## config.mk

```make
export PLATFORM = sky130hd
export DESIGN_NAME = maxpool_window
export DESIGN_NICKNAME = d
export VERILOG_FILES = /design/src/rtl/maxpool_window.sv
export SDC_FILE = /design/constraint.sdc
export NUM_CORES = 1
export LEC_CHECK = 0
export CAP_MARGIN = 20
export CORE_MARGIN = 1.5
export CORE_UTILIZATION = 52
export CTS_CLUSTER_DIAMETER = 200
export CTS_CLUSTER_SIZE = 20
export DETAILED_ROUTE_END_ITERATION = 12
export PLACE_DENSITY = 0.77
export SLEW_MARGIN = 20
export SYNTH_ARGS = -nofsm -noshare
export SYNTH_HDL_FRONTEND = slang
export SYNTH_SLANG_ARGS = --single-unit
```

## constraint.sdc

```tcl
create_clock -name clk -period 3.4 [get_ports clk]
set_clock_uncertainty 0.2 [all_clocks]
set_input_delay 0.68 -clock clk [delete_from_list [all_inputs] [get_ports clk]]
set_output_delay 0.68 -clock clk [all_outputs]
set_load 0.05 [all_outputs]
```

## src/rtl/maxpool_window.sv

```systemverilog
// maxpool_window: streaming max-pool over WIN beats of LANES elements with argmax index
module maxpool_window #(
    parameter int DATA_W = 16,
    parameter int LANES  = 4,
    parameter int WIN    = 4,
    parameter bit SIGNED = 1'b1,
    parameter int IDX_W  = (LANES * WIN > 1) ? $clog2(LANES * WIN) : 1
) (
    input  logic                      clk,
    input  logic                      rst,
    input  logic [LANES*DATA_W-1:0]   in_data,
    input  logic                      in_valid,
    input  logic                      in_last,
    output logic                      in_ready,
    output logic [DATA_W-1:0]         out_data,
    output logic [IDX_W-1:0]          out_idx,
    output logic                      out_valid,
    input  logic                      out_ready
);
    localparam int S  = $clog2(LANES);
    localparam int LW = (S > 0) ? S : 1;
    localparam int SQ = (S > 0) ? S : 1;
    localparam int NQ = (LANES > 1) ? LANES - 1 : 1;
    localparam int NT = 2 * LANES - 1;
    localparam int CW = (WIN > 1) ? $clog2(WIN) : 1;

    logic              adv;
    logic [DATA_W-1:0] val_d [NQ];
    logic [DATA_W-1:0] val_q [NQ];
    logic [LW-1:0]     lane_d [NQ];
    logic [LW-1:0]     lane_q [NQ];
    logic [SQ-1:0]     vld_d, vld_q, lst_d, lst_q;
    logic [DATA_W-1:0] t_val [NT];
    logic [LW-1:0]     t_lane [NT];
    logic              t_vld, t_lst, close, take;
    logic [IDX_W-1:0]  new_idx;
    logic [DATA_W-1:0] acc_val_d, acc_val_q;
    logic [IDX_W-1:0]  acc_idx_d, acc_idx_q;
    logic              acc_done_d, acc_done_q;
    logic [CW-1:0]     cnt_d, cnt_q;
    logic [DATA_W-1:0] out_data_d, out_data_q;
    logic [IDX_W-1:0]  out_idx_d, out_idx_q;
    logic              out_valid_d, out_valid_q;

    function automatic logic gt(input logic [DATA_W-1:0] a, input logic [DATA_W-1:0] b);
        return SIGNED ? ($signed(a) > $signed(b)) : (a > b);
    endfunction

    assign adv       = !out_valid_q || out_ready;
    assign in_ready  = adv;
    assign out_data  = out_data_q;
    assign out_idx   = out_idx_q;
    assign out_valid = out_valid_q;

    // Heap-ordered view of the tree: input lanes first, then each registered level; node LANES+p has children 2p, 2p+1
    always_comb begin
        for (int e = 0; e < LANES; e++) begin
            t_val[e]  = in_data[e*DATA_W +: DATA_W];
            t_lane[e] = LW'(e);
        end
        for (int e = 0; e < LANES - 1; e++) begin
            t_val[LANES+e]  = val_q[e];
            t_lane[LANES+e] = lane_q[e];
        end
    end

    // Pairwise compare for every tree node; right child wins only when strictly greater so ties keep the lower lane
    always_comb begin
        for (int p = 0; p < NQ; p++) begin
            val_d[p]  = val_q[p];
            lane_d[p] = lane_q[p];
        end
        for (int p = 0; p < LANES - 1; p++) begin
            val_d[p]  = gt(t_val[2*p+1], t_val[2*p]) ? t_val[2*p+1]  : t_val[2*p];
            lane_d[p] = gt(t_val[2*p+1], t_val[2*p]) ? t_lane[2*p+1] : t_lane[2*p];
        end
        vld_d = SQ'({vld_q, in_valid});
        lst_d = SQ'({lst_q, in_last});
    end

    // Accumulate across beats, close the window on the last beat or the counter limit, then publish
    always_comb begin
        t_vld       = (S > 0) ? vld_q[SQ-1] : in_valid;
        t_lst       = (S > 0) ? lst_q[SQ-1] : in_last;
        close       = t_lst || (cnt_q == CW'(WIN - 1));
        take        = (cnt_q == '0) || gt(t_val[NT-1], acc_val_q);
        new_idx     = IDX_W'(cnt_q) * IDX_W'(LANES) + IDX_W'(t_lane[NT-1]);
        acc_val_d   = (t_vld && take) ? t_val[NT-1] : acc_val_q;
        acc_idx_d   = (t_vld && take) ? new_idx : acc_idx_q;
        acc_done_d  = t_vld && close;
        cnt_d       = !t_vld ? cnt_q : (close ? '0 : cnt_q + 1'b1);
        out_valid_d = acc_done_q;
        out_data_d  = acc_done_q ? acc_val_q : out_data_q;
        out_idx_d   = acc_done_q ? acc_idx_q : out_idx_q;
    end

    // Every stage advances together and freezes while a result waits downstream
    always_ff @(posedge clk) begin
        if (rst) begin
            val_q       <= '{default: '0};
            lane_q      <= '{default: '0};
            vld_q       <= '0;
            lst_q       <= '0;
            acc_val_q   <= '0;
            acc_idx_q   <= '0;
            acc_done_q  <= 1'b0;
            cnt_q       <= '0;
            out_data_q  <= '0;
            out_idx_q   <= '0;
            out_valid_q <= 1'b0;
        end else if (adv) begin
            val_q       <= val_d;
            lane_q      <= lane_d;
            vld_q       <= vld_d;
            lst_q       <= lst_d;
            acc_val_q   <= acc_val_d;
            acc_idx_q   <= acc_idx_d;
            acc_done_q  <= acc_done_d;
            cnt_q       <= cnt_d;
            out_data_q  <= out_data_d;
            out_idx_q   <= out_idx_d;
            out_valid_q <= out_valid_d;
        end
    end
endmodule

```

# == Yosys cells after proc, flatten, opt, wreduce, memory -nomap -nowiden ==
# Cells that the tools add are included.
# op_classes
muxes,7
addsub,2
n_lt_le_gt_ge,4
n_eq_ne,1
reduce_logical,10
# ops
operator,count
greater-than comparator 16 bit,4
2-to-1 mux 16 bit,3
AND reduction 2 bit,3
adder 4 x 2 -> 4 bit,1
2-to-1 mux 2 bit,2
logical OR 1 bit,3
adder 2 x 1 -> 2 bit (second input constant),1
equality test 2 bit (second input constant),1
logical AND 1 bit,2
zero test 2 bit,1
2-to-1 mux 1 bit,2
zero test 1 bit,1
# word_totals
in_bits,69
elab_cells,39
register_bits,102

# == Depth between registers and ports, before layout ==
# logic_depth
ltp_word,4
ltp_mapped,10

# == Least setup slack after synthesis ==
# OpenSTA, ideal clock, no wires.
# synth_path
kind,in2reg
start,in in_data[47]
end,reg val_q (netlist bit t_val[21])
arrival_ns,2.634
cell_stages,9
path_slack_ns,0.425
required_ns,3.060
setup_time_ns,0.140
cell_sequence,inv_1 -> ha_1 -> nand4_1 -> or3_4 -> or4_4 -> buf_6 -> buf_6 -> a41oi_1 -> a211oi_2
# synth_via
elab_chain_len,2
# synth_lines
element,line,rtl
"start, declared",11,"input logic [LANES*DATA_W-1:0] in_data,"
greater-than comparator 16 bit,46,return SIGNED ? ($signed(a) > $signed(b)) : (a > b);
2-to-1 mux 16 bit,74,"val_d[p] = gt(t_val[2*p+1], t_val[2*p]) ? t_val[2*p+1] : t_val[2*p];"
"end signal, assigned",112,val_q <= val_d;
"end, declared",29,logic [DATA_W-1:0] val_q [NQ];
# No other way between the ends.
# A chain may end at the register's enable or synchronous reset.

# == Worst setup path after layout ==
# layout_path
start,in in_data[47]
end,reg val_q (netlist bit t_val[16])
# Same word-level chain as after synthesis.

==> results.md <==
| Result | This run |
| --- | --- |
| Fillers | 961 |
| Time the final worst path needs with I/O delays and setup | 3260 ps |
| Type of element capturing the critical path | flip-flop |
| Syn-to-layout area delta | 21.9% |
| Cell type with the highest aggregate area in the netlist | sky130_fd_sc_hd__dfxtp_1 |
| Latest clock arrival within the worst-skew pair | 340 ps |
| Highest routing layer actually used | met4 |
| Cts bufs inserted | 9 |
| Signal arrival time at the worst endpoint | 3320 ps |
| Cell class contributing the biggest share of worst-path delay | simple AND/OR/NAND/NOR gates |
| Net total in the final layout | 966 |
| Synthesis Warnings | 0 |
| Number of setup violations in the final report | 0 |
| First-pass GRT wire length | 25.2 mm |
| Via/cell ratio | 5.77 |
| Post-route cell area | 7640 µm² |
| Result of the run | finished clean |
| Residual antenna-violating net count after detailed routing | 0 |
| Fraction of the yosys area taken by sequential cells | 32.3% |
| RSZ-0062 raised after global routing | no |
| Number of distinct library cells after synthesis | 56 |
| Normalized max-slew margin | 39.4% |
| P per Cell Area | 427 nW/µm² |
| Part of the cycle the worst path needs | 95.8% |
| Synthesized instance count | 756 |
| Antenna violations before repair | 0 |
| Transition time of the tightest slew-check pin | 909 ps |
| First drt pass iteration count | 5 |
| Number of inserted diodes | 0 |
| Final Routed Wirelength | 15.1 mm |
| Die outline height | 113 µm |
| Leakage dissipation | 0.00306 µW |
| Gr usage total | 24.1% |
| Maximum number of pins on one net before global-route repair | 91 |
| Final sum of negative setup slack | 0 ps |
| Port Buffer Count | 90 |
| Required @ worst endpoint | 3460 ps |
| Placed cells | 963 |
| Flip-flop and latch count after synthesis | 101 |
| Number of max-cap violations | 0 |
| H-tree levels | 3 |
| Die extent in x | 113 µm |
| Largest driver fanout on the critical path | 18 |
| Total cell area at the placement stage | 7310 µm² |
| Effective utilization at floorplan | 54.2% |
| RD Place Congestion | 0.901 |
| Routed wire per std cell | 15.5 µm |
| Reg clk slew, reported paths | 70 ps |
| Routed met3 length | 561 µm |
| Met2 wire length | 7.19 mm |
| Ports placed on the boundary | 91 |
| Max Transition Viols Final | 0 |
| Via count | 5647 |
| Mean area per synthesized cell | 8.29 µm² |
| Combined buffer and inverter count along the critical path | 2 |
| Slowest stage cell on the critical path | sky130_fd_sc_hd__or4_4 |
| Post-Synthesis Cell Area | 6270 µm² |
| Max Root-Sink Buffers | 2 |
| # clock sinks | 101 |
| Multi-input combinational cell area | 3760 µm² |
| Max IR drop VDD | 0.000294 V |
| Pre-CTS setup slack | -240 ps |
| Die ar. | 12700 µm² |
| Clk Tree Root Cell | sky130_fd_sc_hd__clkbuf_16 |
| Register cell area after layout | 2020 µm² |
| Std cell rows | 39 |
| Number of design-rule violations left by the first detailed-router iteration | 361 |
| Clock tree from TritonCTS | done |
| Met1 WL | 7.24 mm |
| Finished Core Util | 66.0% |
| Final std cells w/o fill | 979 |
| Post-synth net total | 891 |
| Number of buffers added to fix hold violations after cts | 0 |
| Largest stage delay on the critical path | 670 ps |
| Area of the core region | 11600 µm² |
| Achievable Freq | 307 MHz |
| Final routed DRC violation total | 0 |
| Leading post-synthesis cells by cell area | sky130_fd_sc_hd__dfxtp_1, sky130_fd_sc_hd__ha_1, sky130_fd_sc_hd__a21oi_1 |
| Cell-by-cell listing of the critical path | clkdlybuf4s50_1, inv_1, ha_1, nand4_1, or3_4, or4_4, nand2_8, o21ai_0, a221oi_2 |
| Fin. Hold Viols | 0 |
| Worst Hold Class | flip-flop to flip-flop |
| Total overflow reported by the global router | 0 |
| Critical path startpoint category | primary input |
| Final Worst Setup Slack | 141 ps |
| Setup Crit Path Kind | primary input to flip-flop |
| Share of cells above drive strength 1 | 8.73% |
| Vias in the first global route | 5326 |
| Placed wire-length estimate | 11.5 mm |
| Share of the synthesized area in the top cell type | 32.3% |
-- routing by layer --
layer | up-vias | global-route usage, %
met2 | 153 | 41.5
li1 | 2854 | -
met4 | 0 | 6.08
met3 | 11 | 2.20
met1 | 2629 | 32.6
met5 | - | 0
-- sequential cells by signal, summed over array words and instances (netlist names) --
| register | cells |
|---|---|
| vld_q | 2 |
| acc_idx_q | 4 |
| acc_done_q | 1 |
| out_valid | 1 |
| cnt_q | 2 |
| out_data | 16 |
| lst_q | 2 |
| out_idx | 4 |
| t_val | 48 |
| lane_q | 5 |
| acc_val_q | 16 |
-- timing repair --
action,CTS,global route
buffers inserted,0,0
endpoints found under the setup margin,0,5
gates resized for setup,0,1
-- cell usage in the layout (no fill, tap or decap), drive strengths merged, types with 13 or more instances in the layout --
cell / instances
dfxtp: 101
clkdlybuf4s50: 88
inv: 74
nand2: 73
ha: 66
nor2: 65
a21oi: 64
nand2b: 42
nand3: 36
a41oi: 32
a211oi: 32
buf: 27
mux2i: 21
o21ai: 21
o311a: 16
nand4: 13
-- through the flow --
stage          total power, µW  hold WS (ps)
2_1_floorplan             1940           232
3_3_place_gp              2190           240
3_5_place_dp              2210           247
4_1_cts                   3260           256
5_1_grt                   3420           274
6_report                  3260           253
-- cell usage after synthesis (all sizes together) --
cell type    n
dfxtp      101
nand2       73
inv         72
ha          66
nor2        65
a21oi       64
nand2b      42
nand3       36
clkbuf      35
a211oi      32
a41oi       32
mux2i       21
o21ai       21
buf         16
o311a       16
nand4       13
a21o        10
nor2b        4
nor3         4
a221oi       3
a31oi        3
and2         3
o31ai        3
a2111oi      2
and3         2
nor4         2
o211ai       2
o21a         2
o31a         2
a2111o       1
a21bo        1
a21boi       1
a221o        1
a311oi       1
nand3b       1
o22ai        1
or3          1
or4          1
-- worst paths after layout --
kind	from	end	slack, ps	cells after the start
min	out_data[11]	out_data[11]	250	2
min reg2reg	out_data[11]	out_data[11]	250	2
max reg2reg	t_val[47]	t_val[0]	500	8
max	in_data[47]	t_val[16]	140	9
-- power breakdown --
group	internal [µW]	switching [µW]	leakage (µW)
Sequential	1270	78.5	0.000828
Combinational	394	456	0.00209
Clock	598	463	0.000147
Total	2260	998	0.00306
-- cell families (layout without fill, tap and decap cells) --
group,after synthesis,after routing,share of synthesized area (%)
adder cells (fa/ha/maj),66,66,13.2
AO/OA/AOI/OAI,198,198,23.9
multiplexers,21,21,3.35
buffers and inverters,123,203,8.11
flip-flops,101,101,32.3
AND/OR/NAND/NOR,247,247,19.2
-- worst register-to-register path: cells and delay by family (launching register included) --
kind	cells	cell delay, ps
AO/OA/AOI/OAI	4	1550
adder cells (fa/ha/maj)	1	350
flip-flops	1	330
buffers and inverters	1	70
AND/OR/NAND/NOR	2	320
-- area by class of cell --
| type | instances | share of cell area [%] |
|---|---|---|
| multi-input combinational | 532 | 49.2 |
| timing repair buffer | 115 | 14.4 |
| tap | 143 | 2.34 |
| sequential | 101 | 26.5 |
| clock inverter | 6 | 0.918 |
| inverter | 72 | 3.54 |
| clock buffer | 10 | 3.13 |
(Power assumes the default switching activity.)
